`config.mk`:
```
export PLATFORM = sky130hd
export DESIGN_NAME = note_glyph_renderer
export DESIGN_NICKNAME = d
export VERILOG_FILES = /design/src/rtl/note_glyph_pkg.sv /design/src/rtl/note_glyph_renderer_glyph_rom.sv /design/src/rtl/note_glyph_renderer.sv
export SDC_FILE = /design/constraint.sdc
export NUM_CORES = 1
export LEC_CHECK = 0
export ABC_CLOCK_PERIOD_IN_PS = 3650
export BUFFER_PORTS_ARGS = -buffer_cell sky130_fd_sc_hd__clkbuf_2
export CAP_MARGIN = 20
export CORE_MARGIN = 3
export CORE_UTILIZATION = 45
export CTS_BUF_LIST = sky130_fd_sc_hd__clkbuf_4
export DETAILED_ROUTE_END_ITERATION = 8
export PLACE_DENSITY = 0.73
export SLEW_MARGIN = 15
export SYNTH_ARGS = -nofsm -noshare
export SYNTH_HDL_FRONTEND = slang
export SYNTH_SLANG_ARGS = --single-unit
```
`constraint.sdc`:
```
create_clock -name clk -period 3.65 [get_ports clk]
set_clock_uncertainty 0.15 [all_clocks]
set_input_delay 0.1825 -clock clk [delete_from_list [all_inputs] [get_ports clk]]
set_output_delay 0.1825 -clock clk [all_outputs]
set_load 0.02 [all_outputs]
```
`src/rtl/note_glyph_pkg.sv`:
```
// Shared glyph codes and renderer FSM states for the note display path.
package note_glyph_pkg;

   localparam logic [3:0] GLYPH_BLANK = 4'd0;
   localparam logic [3:0] GLYPH_A     = 4'd1;
   localparam logic [3:0] GLYPH_B     = 4'd2;
   localparam logic [3:0] GLYPH_C     = 4'd3;
   localparam logic [3:0] GLYPH_D     = 4'd4;
   localparam logic [3:0] GLYPH_E     = 4'd5;
   localparam logic [3:0] GLYPH_F     = 4'd6;
   localparam logic [3:0] GLYPH_G     = 4'd7;
   localparam logic [3:0] GLYPH_SHARP = 4'd8;
   localparam logic [3:0] GLYPH_D1    = 4'd9;
   localparam logic [3:0] GLYPH_D2    = 4'd10;
   localparam logic [3:0] GLYPH_D3    = 4'd11;
   localparam logic [3:0] GLYPH_D4    = 4'd12;

   localparam int unsigned FONT_W = 12;
   localparam int unsigned FONT_H = 12;

   typedef enum logic [1:0] {
      S_WIPE,
      S_IDLE,
      S_DRAW,
      S_DONE
   } state_e;

endpackage

```
`src/rtl/note_glyph_renderer_glyph_rom.sv`:
```
// 12x12 note font: combinational (code, row) -> row bitmap, MSB is the leftmost column.
module glyph_rom
   import note_glyph_pkg::*;
#(
   parameter int unsigned GLYPH_W = 12,
   parameter int unsigned GLYPH_H = 12,
   parameter int unsigned CODE_W  = 4
) (
   input  logic [CODE_W-1:0]          code_i,
   input  logic [$clog2(GLYPH_H)-1:0] row_i,
   output logic [GLYPH_W-1:0]         row_bits_o
);

   localparam int unsigned ROW_W = $clog2(GLYPH_H);

   logic [0:FONT_H-1][FONT_W-1:0] font;

   always_comb begin
      case (code_i)
         GLYPH_A:     font = {12'h000, 12'h0F0, 12'h198, 12'h30C, 12'h30C, 12'h3FC,
                              12'h3FC, 12'h30C, 12'h30C, 12'h30C, 12'h30C, 12'h000};
         GLYPH_B:     font = {12'h000, 12'h3F0, 12'h318, 12'h318, 12'h318, 12'h3F0,
                              12'h3F0, 12'h318, 12'h318, 12'h318, 12'h3F0, 12'h000};
         GLYPH_C:     font = {12'h000, 12'h0F8, 12'h18C, 12'h300, 12'h300, 12'h300,
                              12'h300, 12'h300, 12'h300, 12'h18C, 12'h0F8, 12'h000};
         GLYPH_D:     font = {12'h000, 12'h3E0, 12'h330, 12'h318, 12'h318, 12'h318,
                              12'h318, 12'h318, 12'h318, 12'h330, 12'h3E0, 12'h000};
         GLYPH_E:     font = {12'h000, 12'h3FC, 12'h300, 12'h300, 12'h300, 12'h3F0,
                              12'h3F0, 12'h300, 12'h300, 12'h300, 12'h3FC, 12'h000};
         GLYPH_F:     font = {12'h000, 12'h3FC, 12'h300, 12'h300, 12'h300, 12'h3F0,
                              12'h3F0, 12'h300, 12'h300, 12'h300, 12'h300, 12'h000};
         GLYPH_G:     font = {12'h000, 12'h0F8, 12'h18C, 12'h300, 12'h300, 12'h300,
                              12'h33C, 12'h30C, 12'h30C, 12'h18C, 12'h0F8, 12'h000};
         GLYPH_SHARP: font = {12'h000, 12'h198, 12'h198, 12'h7FE, 12'h198, 12'h198,
                              12'h198, 12'h7FE, 12'h198, 12'h198, 12'h198, 12'h000};
         GLYPH_D1:    font = {12'h000, 12'h060, 12'h0E0, 12'h1E0, 12'h060, 12'h060,
                              12'h060, 12'h060, 12'h060, 12'h060, 12'h1F8, 12'h000};
         GLYPH_D2:    font = {12'h000, 12'h0F0, 12'h198, 12'h018, 12'h018, 12'h030,
                              12'h060, 12'h0C0, 12'h180, 12'h300, 12'h3F8, 12'h000};
         GLYPH_D3:    font = {12'h000, 12'h1F0, 12'h018, 12'h018, 12'h018, 12'h0F0,
                              12'h018, 12'h018, 12'h018, 12'h018, 12'h1F0, 12'h000};
         GLYPH_D4:    font = {12'h000, 12'h030, 12'h070, 12'h0F0, 12'h1B0, 12'h330,
                              12'h3F8, 12'h030, 12'h030, 12'h030, 12'h030, 12'h000};
         default:     font = '0;
      endcase
      row_bits_o = (row_i < ROW_W'(FONT_H)) ? GLYPH_W'(font[row_i]) : '0;
   end

endmodule

```
`src/rtl/note_glyph_renderer.sv`:
```
// Renders NUM_GLYPHS font glyphs (fg+bg in one pass, clipped) after a power-on screen wipe.
// Optional NOTE_GLYPH_SCALE2X_EN draws every font bit as a 2x2 pixel block.
module note_glyph_renderer
   import note_glyph_pkg::*;
#(
   parameter int unsigned NUM_GLYPHS = 3,
   parameter int unsigned GLYPH_W    = 12,
   parameter int unsigned GLYPH_H    = 12,
   parameter int unsigned CODE_W     = 4,
   parameter int unsigned X_W        = 8,
   parameter int unsigned Y_W        = 7,
   parameter int unsigned COLOUR_W   = 3,
   parameter int unsigned SCREEN_W   = 160,
   parameter int unsigned SCREEN_H   = 120
) (
   input  logic                         clk,
   input  logic                         reset,
   input  logic                         start,
   input  logic [NUM_GLYPHS*CODE_W-1:0] codes,
   input  logic [X_W-1:0]               x,
   input  logic [Y_W-1:0]               y,
   input  logic [COLOUR_W-1:0]          fg_colour,
   input  logic [COLOUR_W-1:0]          bg_colour,
   output logic                         busy,
   output logic                         done,
   output logic [X_W-1:0]               x_out,
   output logic [Y_W-1:0]               y_out,
   output logic [COLOUR_W-1:0]          colour,
   output logic                         writeEn
);

`ifdef NOTE_GLYPH_SCALE2X_EN
   localparam int unsigned SCALE = 2;
`else
   localparam int unsigned SCALE = 1;
`endif
   localparam int unsigned PITCH  = SCALE * GLYPH_W;
   localparam int unsigned SLOT_W = (NUM_GLYPHS > 1) ? $clog2(NUM_GLYPHS) : 1;
   localparam int unsigned COL_W  = $clog2(GLYPH_W);
   localparam int unsigned ROW_W  = $clog2(GLYPH_H);
   localparam int unsigned XS_W   = X_W + 1;
   localparam int unsigned YS_W   = Y_W + 1;

   state_e state_q, state_d;

   logic [X_W-1:0]               wx_q, wx_d;
   logic [Y_W-1:0]               wy_q, wy_d;
   logic [SLOT_W-1:0]            slot_q, slot_d;
   logic [ROW_W-1:0]             row_q, row_d;
   logic [COL_W-1:0]             col_q, col_d;
   logic [NUM_GLYPHS*CODE_W-1:0] codes_q, codes_d;
   logic [X_W-1:0]               x_q, x_d;
   logic [Y_W-1:0]               y_q, y_d;
   logic [COLOUR_W-1:0]          fg_q, fg_d, bg_q, bg_d;
   logic [X_W-1:0]               xo_q, xo_d;
   logic [Y_W-1:0]               yo_q, yo_d;
   logic [COLOUR_W-1:0]          colour_q, colour_d;
   logic                         we_q, we_d, done_q, done_d;

   logic                         sub_x, sub_y, sub_last;
`ifdef NOTE_GLYPH_SCALE2X_EN
   // bit 0 steps the sub-column, bit 1 the sub-row of the current 2x2 block
   logic [1:0]                   sub_q, sub_d;
   assign sub_x    = sub_q[0];
   assign sub_y    = sub_q[1];
   assign sub_last = &sub_q;
`else
   assign sub_x    = 1'b0;
   assign sub_y    = 1'b0;
   assign sub_last = 1'b1;
`endif

   logic [CODE_W-1:0]  cur_code;
   logic [GLYPH_W-1:0] rom_row;
   logic [COL_W-1:0]   bit_idx;
   logic [XS_W-1:0]    x_sum;
   logic [YS_W-1:0]    y_sum;
   logic               visible;

   assign cur_code = codes_q[slot_q*CODE_W +: CODE_W];
   assign bit_idx  = COL_W'(GLYPH_W - 1) - col_q;
   assign x_sum    = XS_W'(x_q) + XS_W'(slot_q) * XS_W'(PITCH)
                   + XS_W'(col_q) * XS_W'(SCALE) + XS_W'(sub_x);
   assign y_sum    = YS_W'(y_q) + YS_W'(row_q) * YS_W'(SCALE) + YS_W'(sub_y);
   assign visible  = (x_sum < XS_W'(SCREEN_W)) && (y_sum < YS_W'(SCREEN_H));

   glyph_rom #(
      .GLYPH_W (GLYPH_W),
      .GLYPH_H (GLYPH_H),
      .CODE_W  (CODE_W)
   ) u_rom (
      .code_i     (cur_code),
      .row_i      (row_q),
      .row_bits_o (rom_row)
   );

   always_comb begin
      state_d  = state_q;
      wx_d     = wx_q;
      wy_d     = wy_q;
      slot_d   = slot_q;
      row_d    = row_q;
      col_d    = col_q;
      codes_d  = codes_q;
      x_d      = x_q;
      y_d      = y_q;
      fg_d     = fg_q;
      bg_d     = bg_q;
      xo_d     = xo_q;
      yo_d     = yo_q;
      colour_d = colour_q;
      we_d     = 1'b0;
      done_d   = 1'b0;
`ifdef NOTE_GLYPH_SCALE2X_EN
      sub_d    = sub_q;
`endif
      case (state_q)
         S_WIPE: begin
            xo_d     = wx_q;
            yo_d     = wy_q;
            colour_d = '0;
            we_d     = 1'b1;
            if (wx_q == X_W'(SCREEN_W - 1)) begin
               wx_d = '0;
               if (wy_q == Y_W'(SCREEN_H - 1)) begin
                  wy_d    = '0;
                  state_d = S_IDLE;
               end else begin
                  wy_d = wy_q + 1'b1;
               end
            end else begin
               wx_d = wx_q + 1'b1;
            end
         end
         S_IDLE: begin
            if (start) begin
               codes_d = codes;
               x_d     = x;
               y_d     = y;
               fg_d    = fg_colour;
               bg_d    = bg_colour;
               slot_d  = '0;
               row_d   = '0;
               col_d   = '0;
`ifdef NOTE_GLYPH_SCALE2X_EN
               sub_d   = '0;
`endif
               state_d = S_DRAW;
            end
         end
         S_DRAW: begin
            xo_d     = x_sum[X_W-1:0];
            yo_d     = y_sum[Y_W-1:0];
            colour_d = rom_row[bit_idx] ? fg_q : bg_q;
            we_d     = visible;
`ifdef NOTE_GLYPH_SCALE2X_EN
            sub_d    = sub_q + 2'd1;
`endif
            // column innermost, then row, then slot; the last pixel hands over to S_DONE
            if (sub_last) begin
               if (col_q == COL_W'(GLYPH_W - 1)) begin
                  col_d = '0;
                  if (row_q == ROW_W'(GLYPH_H - 1)) begin
                     row_d = '0;
                     if (slot_q == SLOT_W'(NUM_GLYPHS - 1)) begin
                        slot_d  = '0;
                        state_d = S_DONE;
                     end else begin
                        slot_d = slot_q + 1'b1;
                     end
                  end else begin
                     row_d = row_q + 1'b1;
                  end
               end else begin
                  col_d = col_q + 1'b1;
               end
            end
         end
         S_DONE: begin
            done_d  = 1'b1;
            state_d = S_IDLE;
         end
         default: state_d = S_WIPE;
      endcase
   end

   always_ff @(posedge clk) begin
      if (reset) begin
         state_q  <= S_WIPE;
         wx_q     <= '0;
         wy_q     <= '0;
         slot_q   <= '0;
         row_q    <= '0;
         col_q    <= '0;
         codes_q  <= '0;
         x_q      <= '0;
         y_q      <= '0;
         fg_q     <= '0;
         bg_q     <= '0;
         xo_q     <= '0;
         yo_q     <= '0;
         colour_q <= '0;
         we_q     <= 1'b0;
         done_q   <= 1'b0;
`ifdef NOTE_GLYPH_SCALE2X_EN
         sub_q    <= '0;
`endif
      end else begin
         state_q  <= state_d;
         wx_q     <= wx_d;
         wy_q     <= wy_d;
         slot_q   <= slot_d;
         row_q    <= row_d;
         col_q    <= col_d;
         codes_q  <= codes_d;
         x_q      <= x_d;
         y_q      <= y_d;
         fg_q     <= fg_d;
         bg_q     <= bg_d;
         xo_q     <= xo_d;
         yo_q     <= yo_d;
         colour_q <= colour_d;
         we_q     <= we_d;
         done_q   <= done_d;
`ifdef NOTE_GLYPH_SCALE2X_EN
         sub_q    <= sub_d;
`endif
      end
   end

   assign busy    = (state_q != S_IDLE);
   assign done    = done_q;
   assign x_out   = xo_q;
   assign y_out   = yo_q;
   assign colour  = colour_q;
   assign writeEn = we_q;

endmodule

```
# After elaboration in Yosys (flattened, before gate mapping)
# Memories as Yosys holds them, arrays and structs flattened.
# Cells that the tools add are included.
[classes]
addsub = 9
mul = 1
n_div = 0
n_lt_le_gt_ge = 5
eq_ne = 15
shifts = 1
n_mux = 32
bitwise = 1
reduce_logical = 10
[op_table]
columns = ["operator", "count"]
rows = [
  ["$bmux 12 s4", 1],
  ["$mux 12", 3],
  ["$mux 2", 10],
  ["$mux 4", 4],
  ["$pmux 4 s2", 2],
  ["$pmux 8 s2", 1],
  ["$pmux 7 s2", 1],
  ["$ne 2x2->1 const B", 6],
  ["$shiftx 12x5->4", 1],
  ["$add 8x6->9", 1],
  ["$add 9x4->9", 1],
  ["$lt 9x8->1 const B", 1],
  ["$add 4x1->4 const B", 2],
  ["$add 7x4->8", 1],
  ["$add 8x1->8 const B", 1],
  ["$eq 4x4->1 const B", 2],
  ["$eq 8x8->1 const B", 1],
  ["$lt 8x7->1 const B", 1],
  ["$mux 8", 1],
  ["$pmux 2 s4", 1],
  ["$add 7x1->7 const B", 1],
  ["$eq 7x7->1 const B", 1],
  ["$mux 7", 1],
  ["$eq 2x2->1 const B", 3],
  ["22 further kinds", 26],
]
[word_totals]
ff_bits = 80
latchBits = 0
ram_bits = 0
romBits = 1344
in_bits = 36
output_inout_bits = 21
word_cells = 91
n_memories = 1
[memory_table]
columns = ["memory", "words", "width", "read_ports", "rd_ports_with_merged_regs", "write_ports", "line_no", "text"]
rows = [
  ["(name not given)", 16, 84, 1, 0, 0, "note_glyph_renderer_glyph_rom.sv:19", "case (code_i)"],
]

# Depth between registers and ports, before layout
# Gate-level depths: netlist of run 1.
# An unclocked memory read counts as a cell.
[depth]
depth_word = 10
ltp_mapped = 16
ltp_nobuf = 13

# By module
# From an unflattened synthesis of run 1, not the netlist that was laid out.
[hier_totals]
cells_unflattened = 714
hier_area_um2 = 5572.8
[by_module_without_submodules]
columns = ["mod", "instances", "cells_per_inst", "area_per_inst_um2"]
rows = [
  ["note_glyph_renderer", 1, 484, 4107.7],
  ["glyph_rom", 1, 230, 1465.2],
]

# Worst setup path before layout of run 1
# Ideal clock, no wire load.
[synth_timing]
path_kind = "register to register"
startpoint = "register slot_q[0]"
endpoint = "register colour_q[0] (netlist: colour[0])"
setup_time_ns = 0.122
arrival_time_ns = 3.037
setup_slack_ns = 0.340
path_stages_with_launch = 15
n_path_buf = 3
period_less_slack_ns = 3.310
path_cell_list = "dfxtp_1 buf_4 mux2i_1 o22a_1 buf_2 ha_1 clkbuf_1 o2111ai_1 o2111ai_1 nand3_1 a311oi_2 nor4_2 nor4_2 or3_1 nand3_1"
[synth_between]
elab_chain_len = 10
[synth_lines]
columns = ["item", "line_no", "text"]
rows = [
  ["from (decl)", "note_glyph_renderer.sv:48", "logic [SLOT_W-1:0] slot_q, slot_d;"],
  ["from (signal assigned)", "note_glyph_renderer.sv:212", "slot_q <= slot_d;"],
  ["$shiftx 12x5->4", "note_glyph_renderer.sv:80", "assign cur_code = codes_q[slot_q*CODE_W +: CODE_W];"],
  ["$mem_v2 16x84", "-", ""],
  ["$bmux 12 s4", "note_glyph_renderer_glyph_rom.sv:46", "row_bits_o = (row_i < ROW_W'(FONT_H)) ? GLYPH_W'(font[row_i]) : '0;"],
  ["$mux 12 (not written as such) (2 in a row)", "note_glyph_renderer_glyph_rom.sv:46", ""],
  ["$mux 12", "note_glyph_renderer_glyph_rom.sv:46", ""],
  ["$bmux 1 s4", "note_glyph_renderer.sv:154", "colour_d = rom_row[bit_idx] ? fg_q : bg_q;"],
  ["$mux 1 (not written as such)", "note_glyph_renderer.sv:154", ""],
  ["$mux 3", "note_glyph_renderer.sv:154", ""],
  ["$pmux 3 s2", "note_glyph_renderer.sv:117", "case (state_q)"],
  ["to (signal assigned)", "note_glyph_renderer.sv:222", "colour_q <= colour_d;"],
  ["to (decl)", "note_glyph_renderer.sv:57", "logic [COLOUR_W-1:0] colour_q, colour_d;"],
]
# Every way passes these cells. The select of a mux whose other input is x is not followed.
# A chain may end at the register's enable or synchronous reset.

# Worst setup path in the final report of run 1
[layout_timing]
startpoint = "register slot_q[0]"
endpoint = "register colour_q[1] (netlist: colour[1])"
# The elaborated chain is that of the path after synthesis.

==> results of run 1 <==
routing by layer:
metal,share of wire,GRT usage
met1,0.44,0.345
met2,0.45,0.404
met5,0,0
met3,0.081,0.0464
met4,0.029,0.0963
critical path, stage by stage (launching register included):
cell      delay, ns
dfxtp_2        0.40
mux2i_1        0.24
o22a_2         0.22
inv_2          0.05
buf_4          0.16
ha_2           0.27
o211a_1        0.17
o31ai_1        0.30
a311oi_1       0.13
a2111o_1       0.46
o311ai_1       0.16
nor4_4         0.09
buf_4          0.18
or3_1          0.38
nand3_1        0.07
synth_stat cells (11+ instances only):
cell type and n:
a211oi_1 22, a21oi_1 65, clkbuf_1 37, dfxtp_1 80
ha_1 36, inv_1 22, mux2i_1 20, nand2_1 108
nand3_1 28, nor2_1 57, nor2b_1 16, nor3_1 14
o211ai_1 19, o21ai_0 19, xnor2_1 11, xor2_1 12
cells by family (layout without fill, tap and decap cells):
logic type,count (synthesis),after routing,synth area share
other cells,0,1,0
compound gates,213,213,0.262
fa+ha+maj,40,40,0.0930
xor+xnor,23,23,0.0353
simple gates,270,270,0.226
mux,23,23,0.0414
flops,80,80,0.281
buf+inv,80,173,0.0618
sequential cells by signal, indices dropped and copies added, names as in the netlist:
signal and flops:
x_out 8, row_q 4, writeEn 1, fg_q 3, codes_q 12, col_q 4
bg_q 3, y_out 7, wx_q 8, colour 3, slot_q 2, x_q 8
wy_q 7, y_q 7, done 1, state_q 2
report_power, final:
| part | internal, mW | switching [mW] |
|---|---|---|
| Clock | 0.290 | 0.324 |
| Combinational | 0.0461 | 0.0360 |
| Sequential | 0.878 | 0.00546 |
| Total | 1.21 | 0.366 |
worst paths after layout:
| path | from | endpoint | slack (ns) |
|---|---|---|---|
| max reg2reg | slot_q[0]$_SDFFE_PP0P_ | colour[1]$_SDFFE_PP0P_ | 0.16 |
| min | start | col_q[1]$_SDFFE_PP0P_ | 0.08 |
| min reg2reg | bg_q[0]$_SDFFE_PP0P_ | bg_q[0]$_SDFFE_PP0P_ | 0.32 |
| max | slot_q[0]$_SDFFE_PP0P_ | colour[1]$_SDFFE_PP0P_ | 0.16 |
cells in the final DEF, fill, tap and decap left out, types with 6 or more instances in the layout:
cell type | Yosys | final
a211oi_1 | 22 | 22
a21o_1 | 8 | 8
a21oi_1 | 65 | 65
buf_4 | 3 | 42
clkbuf_2 | 0 | 56
clkbuf_4 | 0 | 10
dfxtp_1 | 80 | 78
dlygate4sd3_1 | 0 | 33
ha_1 | 36 | 34
inv_1 | 22 | 22
mux2i_1 | 20 | 20
nand2_1 | 108 | 108
nand2b_1 | 6 | 6
nand3_1 | 28 | 28
nand4_1 | 8 | 8
nor2_1 | 57 | 57
nor2b_1 | 16 | 16
nor3_1 | 14 | 14
o2111ai_1 | 6 | 6
o211ai_1 | 19 | 19
o21ai_0 | 19 | 19
o31ai_1 | 6 | 6
or3_1 | 9 | 9
xnor2_1 | 11 | 11
xor2_1 | 12 | 12
final cells by class:
class                      count  area (sq um)  area share
tap                          168           210      0.0308
timing repair buffer         134           981       0.144
inverter                      23          86.3      0.0127
clock buffer                  10          75.1      0.0110
antenna                        1          2.50    0.000367
clock inverter                 6          92.6      0.0136
multi-input combinational    569          3770       0.552
sequential                    80          1600       0.235
per-stage QoR:
stage / cell area, sq um / setup WS, ns / utilization
after floorplan: 5710 / 0.340 / -
after detailed placement: 6280 / 0.0647 / 0.514
after global placement: 6280 / 0.119 / 0.514
after CTS: 6780 / 0.0115 / 0.555
after global routing: 6820 / 0.0128 / 0.558
final: 6820 / 0.160 / 0.558
what timing repair did:
item / in CTS / in global routing
resized for setup: 0 / 6
setup endpoints to repair: 0 / 3
hold endpoints to repair: 33 / 0
setup buffers: 0 / 1
hold buffers: 33 / 0
==> impl_metrics.ini, run 1 <==
[run_status]
outcome = completed

[power]
total_power_mw = 1.58
ir_worst_vdd_uv = 231
leakage_nw = 2.75
power_density_nw_per_um2 = 232

[placement]
dp_hpwl_microns = 12800
dp_cells = 939
gp_congestion = 0.964
port_buffers = 56

[final_layout]
instances_no_fill = 991
layout.nets = 893
fillCellCount = 1127
drive_gt1_frac = 0.173
area_delta_synth_final_pct = 19.5

[timing]
fin_setup_tns_ns = 0
setup_viol = 0
drv_slew = 0
worst_slew_pin_slew_ns = 0.849
relSlewSlack = 0.434
max_freq_ghz = 0.286
hold_viol = 0
rsz0062_at_grt = no
timing.final.crit_share = 0.956
fin_crit_ns = 3.49
fin_hold_ws_ns = 0.0779

[route]
routed_wl_microns = 17900
drc = 0
routed_via_density = 5.90
initialDrtViolationCount = 389
num_vias = 5842
wire_per_inst_microns = 18.1
firstDrtPassIters = 5
ant_nets = 0

[floorplan]
dieHeight_microns = 119
core-area_sq_um = 12200
chipWidth_microns = 119
ios = 57
die-area_sq_um = 14100
start_util = 0.467
num_rows = 40

[clock_tree]
cts_made_buffers = 9
cts_tree = built
root_buffer = clkbuf_4
clk_latency_ns = 0.45
cts_sinks = 80
clkSlewWorstSetupHoldPaths_ns = 0.13
cts.path.max_buffers = 2
htree_levels = 3

[run]
maxCapViolCount = 0

[synthesis]
synth_warnings = 0
synthesis.nets = 805
ys.flop_type = dfxtp_1
ys_types = 78
synth-edff-count = 0
synthTopCellsByArea = dfxtp_1 (28%), ha_1 (7.9%), nand2_1 (7.1%)
synth_area_sq_um = 5710
ys_seq_elements = 80
async_reset_ff_frac = 0
synth_cells = 729
yosysTopAreaCellShare = 0.281
synth_area_leader_cell = dfxtp_1
ys_seq_area_frac = 0.281
syn_area_per_cell_sq_um = 7.83

[setup_path]
critPathMaxFanout = 8
startpoint_type = flop
path_class = flop to flop
reg2regPathDepth = 14
arrival_ns = 3.71
cp-end-kind = flop
crit_required_ns = 3.87

[worst_hold_path]
hold_class = primary input to flop
hold_depth = 4

[global_routing]
grt_pass1_vias = 5701
grt_usage = 0.255
grt_overflow_total = 0
grt_pass1_wl_microns = 29400
antenna_found_initial = 1
grt_max_degree = 72
No activity file was read; power rests on OpenSTA's default activity.
==> run 2, diff against run 1 <==
--- a/config.mk
+++ b/config.mk
@@ -12,8 +12,9 @@
 export CORE_UTILIZATION = 45
 export CTS_BUF_LIST = sky130_fd_sc_hd__clkbuf_4
 export DETAILED_ROUTE_END_ITERATION = 8
-export PLACE_DENSITY = 0.73
+export PLACE_DENSITY = 0.74
 export SLEW_MARGIN = 15
 export SYNTH_ARGS = -nofsm -noshare
 export SYNTH_HDL_FRONTEND = slang
+export SYNTH_HIERARCHICAL = 1
 export SYNTH_SLANG_ARGS = --single-unit
==> run 2 against run 1 <==
  * Setup slack better by 0.012 ns
  * Sequential cell count unchanged
  * Sequential share of layout area is 1.1 points higher
  * First-iteration DRC count grew 6.7%
  * Wire length decreased by 13%
  * Highest routed layer unchanged
==> impl_metrics.ini, run 2 <==
[global_routing]
grt_pass1_wl_microns = 25400
antenna_found_initial = 0
grt_pass1_vias = 5118
grt_max_degree = 46
grt_usage = 0.231
grt_overflow_total = 0

[floorplan]
ios = 57
num_rows = 40
core-area_sq_um = 12100
die-area_sq_um = 13800
dieHeight_microns = 117
chipWidth_microns = 117
start_util = 0.462

[setup_path]
critPathMaxFanout = 9
reg2regPathDepth = 13
crit_required_ns = 3.82
crit_family = multiplexers
cp-end-kind = flop
cp_slowest_cell = or3b_2
crit_path_cell_trace = mux2i_1 > o21ai_2 > buf_4 > ha_1 > nor2b_2 > or3b_2 > a31oi_2 > o311ai_1 > mux4_2 > mux2i_2 > o21ai_2 > mux2i_1 > o21ai_1
startpoint_type = flop
crit_cells = 13
arrival_ns = 3.65
crit_buf_inv = 1
slowest_delay_ns = 0.49
path_class = flop to flop

[timing]
layout_setup_ws_ns = 0.172
relSlewSlack = 0.495
timing.final.crit_share = 0.953
setup_viol = 0
fin_crit_ns = 3.48
worst_slew_pin_slew_ns = 0.757
hold_viol = 0
fin_setup_tns_ns = 0
max_freq_ghz = 0.288
drv_slew = 0

[clock_tree]
cts_made_buffers = 9
cts.path.max_buffers = 2
htree_levels = 3
clk_latency_ns = 0.44
root_buffer = clkbuf_4
cts_sinks = 80
cts_setup_buffers = 0
clkSlewWorstSetupHoldPaths_ns = 0.14
cts_tree = built

[worst_hold_path]
hold_class = primary input to flop
hold_depth = 4

[synthesis]
syn_area_per_cell_sq_um = 7.81
synth_commonest_cells = nand2_1 (106), dfxtp_1 (80), a21oi_1 (70)
synth-edff-count = 0
synth_compound_area_frac = 0.243
synth-simple-area-share = 0.221
synth_cells = 714
yosysTopAreaCellShare = 0.287
synth_area_leader_cell = dfxtp_1
ys_seq_elements = 80
ys.flop_type = dfxtp_1
synth.mux.area_fraction = 0.0537
synthTopCellsByArea = dfxtp_1 (29%), ha_1 (8.1%), nand2_1 (7.1%)
ys_seq_area_frac = 0.287
synth_warnings = 6
async_reset_ff_frac = 0
yosysMostFrequentCell = nand2_1
synth_area_sq_um = 5570
synthXorXnorAreaFrac = 0.0346
synth_top_family_by_area = compound AO/OA/AOI/OAI gates
synthAdderAreaFrac = 0.0952
ys_types = 74

[power]
total_power_mw = 2.30
leakage_nw = 2.55
ir_worst_vdd_uv = 228
power_density_nw_per_um2 = 352

[route]
top_layer = met4
routed_wl_microns = 15600
dr_wl_met2_microns = 7160
wl_met1_microns = 6890
initialDrtViolationCount = 415
routed_via_density = 5.76
firstDrtPassIters = 6
wl_met3_microns = 1120
drc = 0
num_vias = 5563
wire_per_inst_microns = 16.2
ant_nets = 0

[run]
maxCapViolCount = 0

[final_layout]
most-common-layout-cells = nand2_1 (106), dfxtp_1 (79), a21oi_1 (69)
top_register = codes_q
area_delta_synth_final_pct = 17.1
largest_reg_flops = 12
instances_no_fill = 965
layout.nets = 867
final_common_cell = nand2_1
drive_gt1_frac = 0.166
fillCellCount = 1094

[placement]
pre_cts_slack_ns = 0.109
dp_cells = 914
port_buffers = 56
gp_congestion = 0.948
dp_hpwl_microns = 10900

[run_status]
outcome = completed
## run 2: cell count changes in the layout (fill, tap and decap cells not counted), sizes merged, moves of 6 or more
cell	previous run	this run
buf	45	28
or3	9	3
o211ai	19	4
o21ai	23	40
a31oi	2	8
nand2b	6	16
nand3	29	13
## run 2: area by class of cell
cell class / instances / area [sq um] / area share
multi-input combinational: 560 / 3660 / 0.560
sequential: 80 / 1610 / 0.246
timing repair buffer: 117 / 850 / 0.130
tap: 168 / 210 / 0.0322
inverter: 23 / 86.3 / 0.0132
clock buffer: 9 / 67.6 / 0.0104
clock inverter: 7 / 46.3 / 0.00710
antenna: 1 / 2.50 / 0.000384
## run 2: worst reg2reg max path: cells and delay by family (launching register included)
kind | cells | cell delay, ns
simple gates | 2 | 0.69
flops | 1 | 0.42
compound gates | 5 | 0.60
mux | 4 | 1.09
buf+inv | 1 | 0.17
fa+ha+maj | 1 | 0.26
## run 2: logic make-up after synthesis
group,after synthesis
buffers and inverters,75
AO/OA/AOI/OAI,208
multiplexers,26
flip-flops,80
adder cells (fa/ha/maj),40
other,1
AND/OR/NAND/NOR,262
XOR/XNOR,22
## run 2: what timing repair did
| action | CTS | global route |
|---|---|---|
| gates resized for setup | 0 | 10 |
| hold endpoints to repair | 33 | 0 |
| hold buffers | 33 | 0 |
| setup endpoints to repair | 0 | 3 |
## run 2: through the flow
| stage | hold slack [ns] | utilization | area, sq um |
|---|---|---|---|
| after CTS | 0.0228 | 0.537 | 6480 |
| final | 0.0587 | 0.541 | 6520 |
| after global routing | 0.0962 | 0.541 | 6520 |
| after global placement | 0.255 | 0.501 | 6040 |
| after floorplan | 0.168 | - | 5580 |
| after detailed placement | 0.262 | 0.501 | 6040 |
## run 2: routing by layer
layer | track usage | vias up
li1 | - | 2707
met1 | 0.316 | 2582
met2 | 0.365 | 227
met3 | 0.0519 | 47
met4 | 0.0696 | 0
met5 | 0 | -
## run 2: power by group
part	internal [mW]	switching [mW]	total, mW
logic	0.328	0.490	0.818
clock network	0.139	0.325	0.464
registers	0.946	0.0677	1.01
## run 2: final timing paths
| kind | startpoint | to | slack, ns |
|---|---|---|---|
| worst max-delay path | slot_q[1]$_SDFFE_PP0P_ | colour[1]$_SDFFE_PP0P_ | 0.17 |
| worst min-delay path | start | col_q[1]$_SDFFE_PP0P_ | 0.06 |
| worst max register to register | slot_q[1]$_SDFFE_PP0P_ | colour[1]$_SDFFE_PP0P_ | 0.17 |
| worst min register to register | codes_q[3]$_SDFFE_PP0P_ | codes_q[3]$_SDFFE_PP0P_ | 0.31 |
==> run 3, diff against run 2 <==
--- a/config.mk
+++ b/config.mk
@@ -13,6 +13,7 @@
 export CTS_BUF_LIST = sky130_fd_sc_hd__clkbuf_4
 export DETAILED_ROUTE_END_ITERATION = 8
 export PLACE_DENSITY = 0.74
+export REMOVE_ABC_BUFFERS = 1
 export SLEW_MARGIN = 15
 export SYNTH_ARGS = -nofsm -noshare
 export SYNTH_HDL_FRONTEND = slang
==> run 3 against run 2 <==
  * Largest cell class unchanged
  * Final cell count increased by 0.52%
  * Largest power group unchanged
  * Clock power increased by 44%
  * First-iteration DRC count increased by 68%
==> impl_metrics.ini, run 3 (synthesis gave the netlist of run 2 again) <==
[route]
routed_wl_microns = 15100
routed_via_density = 5.62
ant_nets = 0
firstDrtPassIters = 5
drc = 0
initialDrtViolationCount = 697
num_vias = 5454
wire_per_inst_microns = 15.5

[timing]
fin_crit_ns = 3.46
setup_viol = 0
timing.final.crit_share = 0.948
rsz0062_at_grt = no
hold_viol = 0
worst_slew_pin_slew_ns = 0.760
layout_setup_ws_ns = 0.191
fin_hold_ws_ns = 0.0568
max_freq_ghz = 0.289
drv_slew = 0
relSlewSlack = 0.494
fin_setup_tns_ns = 0

[floorplan]
core-area_sq_um = 12100
chipWidth_microns = 117
ios = 57
dieHeight_microns = 117
die-area_sq_um = 13800
num_rows = 40
start_util = 0.462

[final_layout]
most-common-layout-cells = nand2_1 (106), dfxtp_1 (79), a21oi_1 (70)
largest_reg_flops = 12
diodes = 0
final_common_cell = nand2_1
layout.nets = 873
area_delta_synth_final_pct = 19.2
top_register = codes_q
drive_gt1_frac = 0.176

[setup_path]
startpoint_type = flop
cp-end-kind = flop
path_class = flop to flop
crit_required_ns = 3.84
arrival_ns = 3.65
critPathMaxFanout = 9

[clock_tree]
cts_tree = built
root_buffer = clkbuf_4
cts_made_buffers = 9
cts_sinks = 80
cts.path.max_buffers = 2
htree_levels = 3
clkSlewWorstSetupHoldPaths_ns = 0.13
clk_latency_ns = 0.45

[power]
leakage_nw = 2.61
total_power_mw = 2.50
power_density_nw_per_um2 = 376
ir_worst_vdd_uv = 309

[run_status]
outcome = completed

[global_routing]
antenna_found_initial = 0
grt_usage = 0.223
grt_max_degree = 47
grt_pass1_wl_microns = 24400
grt_pass1_vias = 4981
grt_overflow_total = 0

[placement]
pre_cts_slack_ns = 0.00391
port_buffers = 56
gp_congestion = 1.03
dp_hpwl_microns = 10700

[run]
maxCapViolCount = 0

[worst_hold_path]
hold_class = primary input to flop
==> run 3: cell count changes in the layout (fill, tap and decap cells not counted), moves of 2 or more <==
cell / change
buf_4: +8
bufinv_16: +3
ha_1: -3
o21ai_2: -3
ha_2: +2
inv_1: -2
inv_2: +2
==> run 3: power breakdown <==
| group | total (mW) | internal, mW | switching, mW |
|---|---|---|---|
| Sequential | 1.01 | 0.946 | 0.0628 |
| Combinational | 0.819 | 0.335 | 0.484 |
| Clock | 0.667 | 0.347 | 0.320 |
==> run 3: final timing paths <==
| path | slack, ns | from | cells after the start | endpoint |
|---|---|---|---|---|
| hold reg to reg | 0.31 | fg_q[0]$_SDFFE_PP0P_ | 2 | fg_q[0]$_SDFFE_PP0P_ |
| setup / recovery | 0.19 | slot_q[0]$_SDFFE_PP0P_ | 17 | colour[0]$_SDFFE_PP0P_ |
| hold / removal | 0.06 | start | 4 | col_q[1]$_SDFFE_PP0P_ |
| setup reg to reg | 0.19 | slot_q[0]$_SDFFE_PP0P_ | 17 | colour[0]$_SDFFE_PP0P_ |
==> run 3: routing by layer <==
layer / vias up / track usage / share of wire
met5: - / 0 / 0
met3: 34 / 0.0509 / 0.074
met2: 228 / 0.337 / 0.45
met4: 0 / 0.0780 / 0.023
li1: 2701 / - / -
met1: 2491 / 0.312 / 0.45
==> run 3: layout make-up <==
| type | count | area, sq um |
|---|---|---|
| clock buffers | 9 | 67.6 |
| inverters | 23 | 86.3 |
| repair buffers | 123 | 878 |
| well taps | 168 | 210 |
| multi-input cells | 560 | 3670 |
| flip-flops and latches | 80 | 1610 |
| clock inverters | 7 | 119 |
| fillers | 1106 | 5420 |
==> run 3: what timing repair did <==
| item | in CTS | in global routing |
|---|---|---|
| endpoints found under the hold margin | 33 | 0 |
| pin swaps | 0 | 1 |
| setup buffers | 0 | 2 |
| resized for setup | 1 | 17 |
| setup endpoints to repair | 2 | 4 |
| hold buffers | 33 | 0 |
==> run 3: worst max-delay path, cell delays in order (launching register included) <==
cell	delay (ns)
dfxtp_1	0.38
inv_1	0.07
nor2_2	0.16
nand2_1	0.06
o21ai_0	0.12
buf_4	0.23
ha_2	0.24
nor2b_2	0.18
buf_4	0.14
o21bai_1	0.06
a21o_1	0.18
a211o_1	0.30
o311ai_2	0.09
mux4_2	0.28
mux2i_2	0.08
o21ai_2	0.29
mux2i_1	0.24
o21ai_1	0.09
==> run 3: per-stage QoR <==
stage / instance area, sq um / instances / util
final: 6640 / 970 / 0.551
after global routing: 6640 / 970 / 0.551
after CTS: 6560 / 968 / 0.544
after detailed placement: 6040 / 919 / 0.501
after global placement: 6040 / 919 / 0.501
after floorplan: 5300 / 663 / -
